**src/rtl/systolic_result_collector_if.sv**
```systemverilog
// Row stream from the result collector to the output writer.
// Master drives row_data/row_valid, slave drives row_ready.
interface systolic_result_collector_if #(
  parameter int COLS  = 4,
  parameter int SUM_W = 16
);
  logic [COLS*SUM_W-1:0] row_data;
  logic                  row_valid;
  logic                  row_ready;

  modport master (
    output row_data,
    output row_valid,
    input  row_ready
  );

  modport slave (
    input  row_data,
    input  row_valid,
    output row_ready
  );
endinterface

```
**src/rtl/systolic_result_collector.sv**
```systemverilog
// De-skews the bottom-row partial sums of the PE array into whole rows
// and queues them in a first-word-fall-through FIFO for the output writer.
module systolic_result_collector #(
  parameter int COLS  = 4,
  parameter int SUM_W = 16,
  parameter int DEPTH = 8
) (
  input  logic                      clk,
  input  logic                      reset,
  input  logic                      clear,
  input  logic [COLS*SUM_W-1:0]     mac_in,
  input  logic [COLS-1:0]           active_in,
  systolic_result_collector_if.master rows,
  output logic [15:0]               row_count,
  output logic                      overflow,
  output logic                      skew_err
);
  localparam int AW = $clog2(DEPTH);
  localparam int RW = COLS * SUM_W;
  localparam logic [AW:0] DEPTH_C = (AW+1)'(DEPTH);

  typedef logic [RW-1:0] row_t;

  // Column c enters at stage c and leaves at stage COLS-1.
  logic [SUM_W-1:0] dat_q [COLS][COLS];
  logic [SUM_W-1:0] dat_d [COLS][COLS];
  logic [COLS-1:0]  vld_q [COLS];
  logic [COLS-1:0]  vld_d [COLS];

  row_t            mem_q [DEPTH];
  row_t            mem_d [DEPTH];
  logic [AW-1:0]   wr_ptr_q, wr_ptr_d;
  logic [AW-1:0]   rd_ptr_q, rd_ptr_d;
  logic [AW:0]     cnt_q, cnt_d;
  logic [15:0]     row_count_q, row_count_d;
  logic            ovf_q, ovf_d;
  logic            skew_q, skew_d;

  row_t            al_row;
  logic [COLS-1:0] al_vld;
  logic            all_v;
  logic            any_v;
  logic            not_empty;
  logic            pop;
  logic            push_req;
  logic            push_ok;

  always_comb begin
    for (int c = 0; c < COLS; c++) begin
      for (int s = 0; s < COLS; s++) begin
        dat_d[c][s] = '0;
        vld_d[c][s] = 1'b0;
        if (s == c) begin
          dat_d[c][s] = mac_in[c*SUM_W +: SUM_W];
          vld_d[c][s] = active_in[c] & ~clear;
        end else if (s > c) begin
          dat_d[c][s] = dat_q[c][s-1];
          vld_d[c][s] = vld_q[c][s-1] & ~clear;
        end
      end
    end
  end

  always_comb begin
    al_row = '0;
    al_vld = '0;
    for (int c = 0; c < COLS; c++) begin
      al_row[c*SUM_W +: SUM_W] = dat_q[c][COLS-1];
      al_vld[c]                = vld_q[c][COLS-1];
    end
  end

  assign all_v     = &al_vld;
  assign any_v     = |al_vld;
  assign not_empty = (cnt_q != '0);
  assign pop       = not_empty & rows.row_ready & ~clear;
  assign push_req  = all_v & ~clear;
  // A full FIFO still takes a row when the head leaves on the same edge.
  assign push_ok   = push_req & ((cnt_q < DEPTH_C) | pop);

  always_comb begin
    mem_d       = mem_q;
    wr_ptr_d    = wr_ptr_q;
    rd_ptr_d    = rd_ptr_q;
    cnt_d       = cnt_q;
    row_count_d = row_count_q;
    ovf_d       = ovf_q;
    skew_d      = skew_q;
    if (clear) begin
      wr_ptr_d    = '0;
      rd_ptr_d    = '0;
      cnt_d       = '0;
      row_count_d = '0;
      ovf_d       = 1'b0;
      skew_d      = 1'b0;
    end else begin
      if (push_ok) begin
        mem_d[wr_ptr_q] = al_row;
        wr_ptr_d        = wr_ptr_q + 1'b1;
      end
      if (pop) begin
        rd_ptr_d    = rd_ptr_q + 1'b1;
        row_count_d = row_count_q + 16'd1;
      end
      unique case ({push_ok, pop})
        2'b10:   cnt_d = cnt_q + 1'b1;
        2'b01:   cnt_d = cnt_q - 1'b1;
        default: cnt_d = cnt_q;
      endcase
      ovf_d  = ovf_q | (push_req & ~push_ok);
      skew_d = skew_q | (any_v & ~all_v);
    end
  end

  always_ff @(posedge clk or posedge reset) begin
    if (reset) begin
      dat_q       <= '{default: '0};
      vld_q       <= '{default: '0};
      mem_q       <= '{default: '0};
      wr_ptr_q    <= '0;
      rd_ptr_q    <= '0;
      cnt_q       <= '0;
      row_count_q <= '0;
      ovf_q       <= 1'b0;
      skew_q      <= 1'b0;
    end else begin
      dat_q       <= dat_d;
      vld_q       <= vld_d;
      mem_q       <= mem_d;
      wr_ptr_q    <= wr_ptr_d;
      rd_ptr_q    <= rd_ptr_d;
      cnt_q       <= cnt_d;
      row_count_q <= row_count_d;
      ovf_q       <= ovf_d;
      skew_q      <= skew_d;
    end
  end

  assign rows.row_valid = not_empty;
  assign rows.row_data  = not_empty ? mem_q[rd_ptr_q] : '0;
  assign row_count      = row_count_q;
  assign overflow       = ovf_q;
  assign skew_err       = skew_q;

endmodule

```
**src/flat_wrapper.sv**
```systemverilog
// flat-port wrapper written by rule: the top's interface ports become plain ports
module systolic_result_collector_flat 
#(
  parameter int COLS  = 4,
  parameter int SUM_W = 16,
  parameter int DEPTH = 8
)
  (clk, reset, clear, mac_in, active_in, row_count, overflow, skew_err, rows_row_data, rows_row_valid, rows_row_ready);
  systolic_result_collector_if #(.COLS(COLS), .SUM_W(SUM_W)) rows_i ();
  input  logic clk;
  input  logic reset;
  input  logic clear;
  input  logic [COLS*SUM_W-1:0] mac_in;
  input  logic [COLS-1:0] active_in;
  output logic [15:0] row_count;
  output logic overflow;
  output logic skew_err;
  output wire logic [$bits(rows_i.row_data)-1:0] rows_row_data;
  output wire logic [$bits(rows_i.row_valid)-1:0] rows_row_valid;
  input wire logic [$bits(rows_i.row_ready)-1:0] rows_row_ready;
  assign rows_row_data = rows_i.row_data;
  assign rows_row_valid = rows_i.row_valid;
  assign rows_i.row_ready = rows_row_ready;
  systolic_result_collector #(.COLS(COLS), .SUM_W(SUM_W), .DEPTH(DEPTH)) u_core (.clk(clk), .reset(reset), .clear(clear), .mac_in(mac_in), .active_in(active_in), .rows(rows_i), .row_count(row_count), .overflow(overflow), .skew_err(skew_err));
endmodule
```
**config.mk**
```make
export PLATFORM = sky130hd
export DESIGN_NAME = systolic_result_collector_flat
export DESIGN_NICKNAME = d
export VERILOG_FILES = /design/src/rtl/systolic_result_collector_if.sv /design/src/rtl/systolic_result_collector.sv /design/src/flat_wrapper.sv
export SDC_FILE = /design/constraint.sdc
export NUM_CORES = 1
export LEC_CHECK = 0
export ABC_CLOCK_PERIOD_IN_PS = 51400
export BUFFER_PORTS_ARGS = -buffer_cell sky130_fd_sc_hd__buf_2
export CAP_MARGIN = 0
export CORE_UTILIZATION = 46
export CTS_CLUSTER_DIAMETER = 100
export DETAILED_ROUTE_END_ITERATION = 8
export SLEW_MARGIN = 25
export SYNTH_ARGS = -nofsm -noshare
export SYNTH_HDL_FRONTEND = slang
export SYNTH_SLANG_ARGS = --single-unit
```
**constraint.sdc**
```tcl
create_clock -name clk -period 51.4 [get_ports clk]
set_clock_uncertainty 0.15 [all_clocks]
set_input_delay 5.14 -clock clk [delete_from_list [all_inputs] [get_ports clk]]
set_output_delay 5.14 -clock clk [all_outputs]
set_load 0.02 [all_outputs]
```
Word-level counts from Yosys, hierarchy flattened:

Cells that the tools add are included.

* bitwise logic cells: 24
* muxes and demuxes: 17
* reduce and logical (&&, ||, !) cells: 8
* equality and inequality tests: 2
* add/sub/neg operators: 5
* $lt $le $gt $ge: 4

Operators by type and width (number)
* bitwise mux 512 bit: 1
* two-way mux 64 bit: 4
* binary-select mux 64 bit (select 3 bit): 1
* demux 64 bit (select 3 bit): 1
* two-way mux 16 bit: 2
* adder 16 x 1 -> 16 bit, second input constant: 1
* AND 1 bit: 16
* two-way mux 3 bit: 4
* >= comparator 4 bit, second input constant: 2
* NOT 3 -> 4 bit: 2
* one-hot mux 4 bit (2 select lines): 1
* adder 3 x 1 -> 3 bit, second input constant: 2
* adder 4 x 1 -> 4 bit, second input constant: 1
* < comparator 4 x 1 -> 1 bit, second input constant: 1
* < comparator 4 bit, second input constant: 1
* two-way mux 4 bit: 1
* AND reduction 4 bit: 1
* nonzero test 2 bit: 2
* nonzero test 4 bit: 1
* OR reduction 4 bit: 1
* subtractor 4 x 1 -> 4 bit, second input constant: 1
* NOT 1 bit: 3
* OR 1 bit: 3
* nonzero test 3 bit: 1
* 5 further kinds: 6

* register bits after elaboration: 710
* bits of input ports: 72
* output and inout port bits: 83
* logic and storage cells: 88

Logic depth before layout (Yosys ltp):

Gate-level depths: netlist of run 1.

* word-level depth: 9
* depth in mapped cells: 9
* gate-level depth less buffers: 8

Worst setup path after synthesis of run 1:

No wires, ideal clock.

* path type: register to output
* start point: reg u_core.rd_ptr_q[0]
* end point: out rows_row_data[31]
* data required time: 46110 ps
* buffers on the path: 3
* setup slack: 44308 ps
* data arrival time: 1802 ps
* cell stages (with the launch flop): 7
* cells stage by stage: dfrtp_1 -> buf_2 -> buf_2 -> buf_1 -> mux4_2 -> mux2i_1 -> nor2_1

* cells in the longest elaborated chain, start to end: 5

Ends and longest elaborated chain
* start, declared: RTL line systolic_result_collector.sv:33 `logic [AW-1:0] rd_ptr_q, rd_ptr_d;`
* start signal, assigned: RTL line systolic_result_collector.sv:131 `rd_ptr_q <= rd_ptr_d;`
* NOT 3 -> 4 bit (not written as such): RTL line systolic_result_collector.sv:140 `assign rows.row_data = not_empty ? mem_q[rd_ptr_q] : '0;`
* binary-select mux 64 bit (select 3 bit): RTL line systolic_result_collector.sv:140
* two-way mux 64 bit (not written as such) (2 in series): RTL line systolic_result_collector.sv:140
* two-way mux 64 bit: RTL line systolic_result_collector.sv:140
* end, declared: RTL line flat_wrapper.sv:18 `output wire logic [$bits(rows_i.row_data)-1:0] rows_row_data;`

Every way passes these cells. The select of a mux whose other input is x is not followed.

Worst setup path after layout of run 1:

* start point: reg u_core.rd_ptr_q[0]
* end point: out rows_row_data[21]

The elaborated chain is that of the path after synthesis.

==> results of run 1 <==
report_power, final:
| part | internal, uW | switching [uW] | total, uW |
|---|---|---|---|
| Combinational | 15.2 | 36.3 | 51.5 |
| Clock | 326 | 219 | 545 |
| Sequential | 567 | 9.35 | 576 |
synth_stat cells, types with 2 or more instances:
| cell type | n | share of area |
|---|---|---|
| a211oi_1 | 2 | 0.00052 |
| a21oi_1 | 13 | 0.0023 |
| a31oi_1 | 4 | 0.00087 |
| and2_1 | 2 | 0.00043 |
| and3_1 | 5 | 0.0011 |
| buf_1 | 18 | 0.0023 |
| buf_2 | 34 | 0.0059 |
| buf_4 | 22 | 0.0057 |
| buf_6 | 12 | 0.0047 |
| clkbuf_1 | 20 | 0.0026 |
| dfrtp_1 | 710 | 0.62 |
| ha_1 | 5 | 0.0022 |
| inv_1 | 10 | 0.0013 |
| mux2_1 | 361 | 0.14 |
| mux2_2 | 152 | 0.059 |
| mux2i_1 | 65 | 0.023 |
| mux4_2 | 128 | 0.10 |
| nand2_1 | 9 | 0.0012 |
| nand3_1 | 4 | 0.00069 |
| nand4_1 | 7 | 0.0015 |
| nor2_1 | 83 | 0.011 |
| nor2b_1 | 11 | 0.0024 |
| nor3_1 | 4 | 0.00069 |
| o21ai_0 | 7 | 0.0012 |
| or3_1 | 7 | 0.0015 |
| or4_1 | 4 | 0.0010 |
| xnor2_1 | 9 | 0.0027 |
| xor2_1 | 5 | 0.0015 |
per-stage QoR:
| step | util | total power (uW) | cells | worst slack, ns | hold WS, ns |
|---|---|---|---|---|---|
| 6_report | 0.5306 | 1173 | 2774 | 42.31 | 0.1923 |
| 5_1_grt | 0.5306 | 1218 | 2773 | 42.00 | 0.1977 |
| 4_1_cts | 0.5300 | 1191 | 2772 | 42.13 | 0.1943 |
| 3_5_place_dp | 0.4897 | 639.8 | 2638 | 41.50 | 0.1847 |
| 3_3_place_gp | 0.4896 | 638.8 | 2638 | 41.64 | 0.1817 |
| 2_1_floorplan | - | 618.7 | 1730 | 26.20 | 0.1812 |
final timing paths:
| kind | end | slack (ns) | from |
|---|---|---|---|
| hold / removal | u_core.al_row[35] | 0.19 | u_core.dat_d[67] |
| max in group asynchronous | u_core.mem_q[10] | 42.93 | reset |
| hold reg to reg | u_core.al_row[35] | 0.19 | u_core.dat_d[67] |
| min in group asynchronous | u_core.al_row[42] | 4.55 | reset |
| setup / recovery | rows_row_data[21] | 42.31 | u_core.rd_ptr_q[0] |
| setup reg to reg | u_core.mem_q[454] | 47.88 | u_core.al_vld[0] |
critical path: cells and delay by family (launching register included):
family        cells  cell delay (ns)
flops             1             0.59
simple gates      1             0.10
buf+inv           3             1.60
mux               2             0.83
flip-flops by register name, indices dropped and copies added (netlist names):
register	flops
u_core.wr_ptr_q	3
u_core.al_vld	4
u_core.vld_q	6
u_core.row_count	16
u_core.rd_ptr_q	3
u_core.dat_d	96
u_core.al_row	64
u_core.overflow	1
u_core.cnt_q	4
u_core.mem_q	512
u_core.skew_err	1
cell families after synthesis:
family	after synthesis	synth area share
AOI/OAI and AO/OA	34	0.007597
buffers and inverters	116	0.02257
xor gates and xnor gates	14	0.004254
adders and majority gates	5	0.002171
and+or+nand+nor	145	0.02396
DFF	710	0.6164
muxes	706	0.3230
area by class of cell:
| cell class | instances | area share |
|---|---|---|
| Sequential cell | 710 | 0.5419 |
| Timing Repair Buffer | 178 | 0.03032 |
| Antenna cell | 1 | 0.00007628 |
| Multi-Input combinational cell | 904 | 0.3184 |
| Tap cell | 837 | 0.03192 |
| Clock buffer | 117 | 0.06953 |
| Inverter | 10 | 0.001373 |
| Clock inverter | 17 | 0.006445 |
metal layers:
| layer | share of wire | wire, um | vias to the layer above | GRT usage |
|---|---|---|---|---|
| met5 | 0.00041 | 25 | - | 0 |
| met4 | 0.021 | 1264 | 4 | 0.05558 |
| met3 | 0.040 | 2476 | 104 | 0.03841 |
| met2 | 0.48 | 29500 | 227 | 0.3218 |
| met1 | 0.46 | 27910 | 8132 | 0.2845 |
| li1 | - | - | 6611 | - |
cells in the final DEF (no fill, tap or decap), types with 2 or more instances in the layout:
| cell | netlist | final |
|---|---|---|
| dfrtp_4 | 0 | 3 |
| or4_1 | 4 | 4 |
| a31oi_1 | 4 | 4 |
| clkbuf_1 | 20 | 23 |
| mux2_2 | 152 | 152 |
| mux4_2 | 128 | 128 |
| nor2_1 | 83 | 83 |
| buf_6 | 12 | 3 |
| mux2i_1 | 65 | 65 |
| o21ai_0 | 7 | 7 |
| nor3_1 | 4 | 4 |
| mux2_1 | 361 | 361 |
| xnor2_1 | 9 | 9 |
| ha_1 | 5 | 5 |
| a211oi_1 | 2 | 2 |
| inv_1 | 10 | 9 |
| inv_6 | 0 | 3 |
| dfrtp_1 | 710 | 707 |
| and3_1 | 5 | 3 |
| buf_2 | 34 | 154 |
| nand3_1 | 4 | 4 |
| or3_1 | 7 | 7 |
| and3_4 | 0 | 2 |
| clkinv_2 | 0 | 8 |
| clkbuf_16 | 0 | 80 |
| clkbuf_8 | 0 | 14 |
| and2_4 | 0 | 2 |
| nand4_1 | 7 | 7 |
| xor2_1 | 5 | 5 |
| nor2b_1 | 11 | 11 |
| nand2_1 | 9 | 9 |
| a21oi_1 | 13 | 13 |
| buf_4 | 22 | 19 |
| bufinv_16 | 0 | 4 |
==> impl_metrics.toml, run 1 <==
[worst_setup_path]
slowest_delay_ns = 0.71
cp-start-kind = "flop"
cp.required_ns = 46.11
critPathSlowestCell = "buf_4"
critical_path_arrival_ns = 3.80
path_cells = "buf_4, buf_4, mux4_2, mux2i_1, nor2_1, buf_2"
cp-end-kind = "primary output"
cp_max_fo = 41
rr_worst_depth = 5
cp_common_cell = "buf_4"
criticalPathCategory = "flop to primary output"

[sta]
worst_pin_slew_ns = 0.9845
rsz0062_at_grt = "no"
min_period_over_period = 0.1769
setup-violations-final = 0
slew_viol_final = 0
hold_violations = 0
layout_min_cycle_time_ns = 9.092
fin_setup_tns_ns = 0
max_freq_ghz = 0.1100
relSlewSlack = 0.3437

[clock_tree]
clock_path_buffers = 3
h-tree-depth = 3
clock_latency_ns = 0.61
cts.clk_slew.worst_paths_ns = 0.06
cts_hold_buf = 0
cts-root-buf = "clkbuf_16"
post_cts_buffers = 0
post_cts_resized = 0
clock_sinks = 710
cts_tree = "yes"
numCtsBuffers = 77

[floorplan]
die_w_um = 252.3
coreArea_mm2 = 0.06183
dieHeight_um = 252.3
die_area_mm2 = 0.06366
start_util = 0.4662
io_pins = 155
num_rows = 91

[detailed_routing]
totalWireLength_um = 61180
ant_nets = 0
wire_per_inst_um = 22.05
first_pass_iters = 4
drcViolationCount = 0
via_per_inst = 5.435
num_vias = 15080
drt_first_iter_violations = 689

[synthesis]
synthFlopType = "dfrtp_1"
synth_edf_count = 0
syn_area_mm2 = 0.02882
yosysSeqAreaShare = 0.6164
async_flop_share = 1.000
synth_nets = 1807
synth_cells = 1730
ys_ff_latch = 710
avgSynthCellArea_um2 = 16.66
yosysWarnings = 0
ys_types = 45

[global_routing]
grt_antenna_before_repair = 4
grt_pass1_wl_um = 98470
grt_usage = 0.2020
gr-total-overflow = 0
grt_pass1_vias = 16530
grt_max_degree = 162

[finish]
fill_cells = 5034
multiInputGateArea_mm2 = 0.01045
area_delta_synth_final_pct = 13.82
design_area_mm2 = 0.03281
final_net_count = 1958
regArea_mm2 = 0.01778
drive_gt1_frac = 0.3022

[job]
drv_cap = 0

[hold_path]
min_path_type = "flop to flop"
holdPathStages = 0

[run_status]
status = "finished, final reports clean"

[placed_design]
gp_congestion = 0.7307
io_buffer_count = 154
place_hpwl_um = 33060
placed_cell_area_mm2 = 0.03028

[pwr]
p_leak_uw = 0.01600
powerDensity_mw_per_mm2 = 35.74
vdd_drop_max_uv = 34.67
Power figures use the tool's default switching activity.
==> run 2, diff against run 1 <==
--- a/config.mk
+++ b/config.mk
@@ -5,12 +5,13 @@
 export SDC_FILE = /design/constraint.sdc
 export NUM_CORES = 1
 export LEC_CHECK = 0
-export ABC_CLOCK_PERIOD_IN_PS = 51400
+export ABC_CLOCK_PERIOD_IN_PS = 8000
 export BUFFER_PORTS_ARGS = -buffer_cell sky130_fd_sc_hd__buf_2
 export CAP_MARGIN = 0
 export CORE_UTILIZATION = 46
 export CTS_CLUSTER_DIAMETER = 100
 export DETAILED_ROUTE_END_ITERATION = 8
+export PLACE_DENSITY = 0.65
 export SLEW_MARGIN = 25
 export SYNTH_ARGS = -nofsm -noshare
 export SYNTH_HDL_FRONTEND = slang
==> constraint.sdc (replaced) <==
create_clock -name clk -period 8 [get_ports clk]
set_clock_uncertainty 0.15 [all_clocks]
set_input_delay 0.8 -clock clk [delete_from_list [all_inputs] [get_ports clk]]
set_output_delay 0.8 -clock clk [all_outputs]
set_load 0.02 [all_outputs]
==> impl_metrics.toml, run 2 (synthesis results as in run 1) <==
[clock_tree]
post_cts_resized = 0
cts-root-buf = "clkbuf_16"
post_cts_buffers = 0
cts.clk_slew.worst_paths_ns = 0.06
clock_path_buffers = 3
clock_latency_ns = 0.60
numCtsBuffers = 76
cts_hold_buf = 0
h-tree-depth = 3
clock_sinks = 710
cts_tree = "yes"

[floorplan]
die_area_mm2 = 0.06366
die_w_um = 252.3
start_util = 0.4662
coreArea_mm2 = 0.06183
io_pins = 155
num_rows = 91
dieHeight_um = 252.3

[finish]
largest_reg_flops = 512
layout_commonest_cell = "dfrtp_1"
fill_cells = 5006
diodes = 0
area_delta_synth_final_pct = 13.74
layout_common_cells = "dfrtp_1 (707), mux2_1 (361), buf_2 (154)"
drive_gt1_frac = 0.3028
largest-register = "u_core.mem_q"
final_util = 0.5303
regArea_mm2 = 0.01778
final_net_count = 1955
multiInputGateArea_mm2 = 0.01045

[detailed_routing]
drcViolationCount = 0
wire_per_inst_um = 21.59
ant_nets = 0
drt_first_iter_violations = 836
num_vias = 15110
totalWireLength_um = 59790
first_pass_iters = 4
via_per_inst = 5.458

[sta]
relSlewSlack = 0.3224
slew_viol_final = 0
min_period_over_period = 0.5224
hold_violations = 0
layout_min_cycle_time_ns = 4.179
worst_pin_slew_ns = 1.016
max_freq_ghz = 0.2393
final.setup.worst_slack_ns = 3.821
setup-violations-final = 0
rsz0062_at_grt = "no"

[hold_path]
hp-start = "mac_in[10]"
min_path_type = "primary input to flop"

[worst_setup_path]
cp-start-kind = "flop"
critical_path_arrival_ns = 3.23
cp.required_ns = 7.05
setup.worst_path.start = "u_core.rd_ptr_q[0]"
cp-end-kind = "primary output"
cp_max_fo = 115
criticalPathCategory = "flop to primary output"
r2r-start = "u_core.al_vld[2]"

[placed_design]
gp_congestion = 0.7196
place_hpwl_um = 32600
io_buffer_count = 154
pre_cts_slack_ns = 3.791

[pwr]
vdd_drop_max_uv = 136.0
p_int_uw = 5790
p_leak_uw = 0.01598
powerDensity_mw_per_mm2 = 227.4
switchingPower_uw = 1665
p_seq_frac = 0.497
clkPwrFrac = 0.459
comb_power_share = 0.044
switching_share = 0.2234

[global_routing]
grt_antenna_before_repair = 3
grt_pass1_wl_um = 95880
grt_max_degree = 202
gr-total-overflow = 0
grt_usage = 0.1960
grt_pass1_vias = 16440

[job]
drv_cap = 0

[run_status]
status = "finished, final reports clean"
[run 2: cell types whose count changed in the layout (fill, tap and decap cells not counted), moves of 2 or more]
| cell | change |
|---|---|
| buf_12 | +4 |
| buf_4 | -5 |
| clkbuf_1 | -4 |
| clkbuf_8 | +2 |
| clkinv_2 | +4 |
[run 2: layer usage]
metal,global-route usage,wire (um)
met4,0.05229,1278
met2,0.3142,28640
met3,0.03883,2029
met5,0,31
met1,0.2741,27810
[run 2: worst paths after layout]
path | to | slack [ns] | cells after the start
max | rows_row_data[57] | 3.82 | 5
min | u_core.dat_d[234] | 0.15 | 1
max reg2reg | u_core.mem_q[276] | 4.55 | 5
min reg2reg | u_core.al_row[40] | 0.19 | 0
max in group asynchronous | u_core.mem_q[152] | 6.02 | 4
min in group asynchronous | u_core.mem_q[235] | 0.21 | 3
[run 2: critical path: stages (launching register included)]
cell and delay [ns]:
dfrtp_4 0.64, buf_12 0.72, mux4_2 0.59, mux2i_1 0.23
nor2_1 0.14, buf_2 0.22
[run 2: cell type report]
class                   instances  area share
clock buffers                 114     0.06919
clock inverters                18    0.005381
inverters                      10    0.001259
multi-input cells             904      0.3186
flip-flops and latches        710      0.5423
well taps                     837     0.03194
repair buffers                176     0.03130
[run 2: power groups by stage]
stage / clock network, uW / registers [uW] / logic, uW
after floorplan: 0 / 3740 / 236
after global placement: 0 / 3760 / 337
after detailed placement: 0 / 3770 / 341
after CTS: 3530 / 3700 / 342
after global routing: 3680 / 3710 / 370
final: 3420 / 3700 / 331
[run 2: metrics by stage]
| stage | total power [uW] | TNS, ns | hold WS (ns) | instances | instance area, um2 |
|---|---|---|---|---|---|
| 4_1_cts | 7570 | 0 | 0.1076 | 2768 | 32750 |
| 6_report | 7455 | 0 | 0.1462 | 2769 | 32780 |
| 2_1_floorplan | 3977 | -1897.02 | 0.1812 | 1730 | 28830 |
| 5_1_grt | 7756 | 0 | 0.1036 | 2769 | 32780 |
| 3_3_place_gp | 4101 | 0 | 0.1833 | 2636 | 30300 |
| 3_5_place_dp | 4107 | 0 | 0.1847 | 2636 | 30310 |
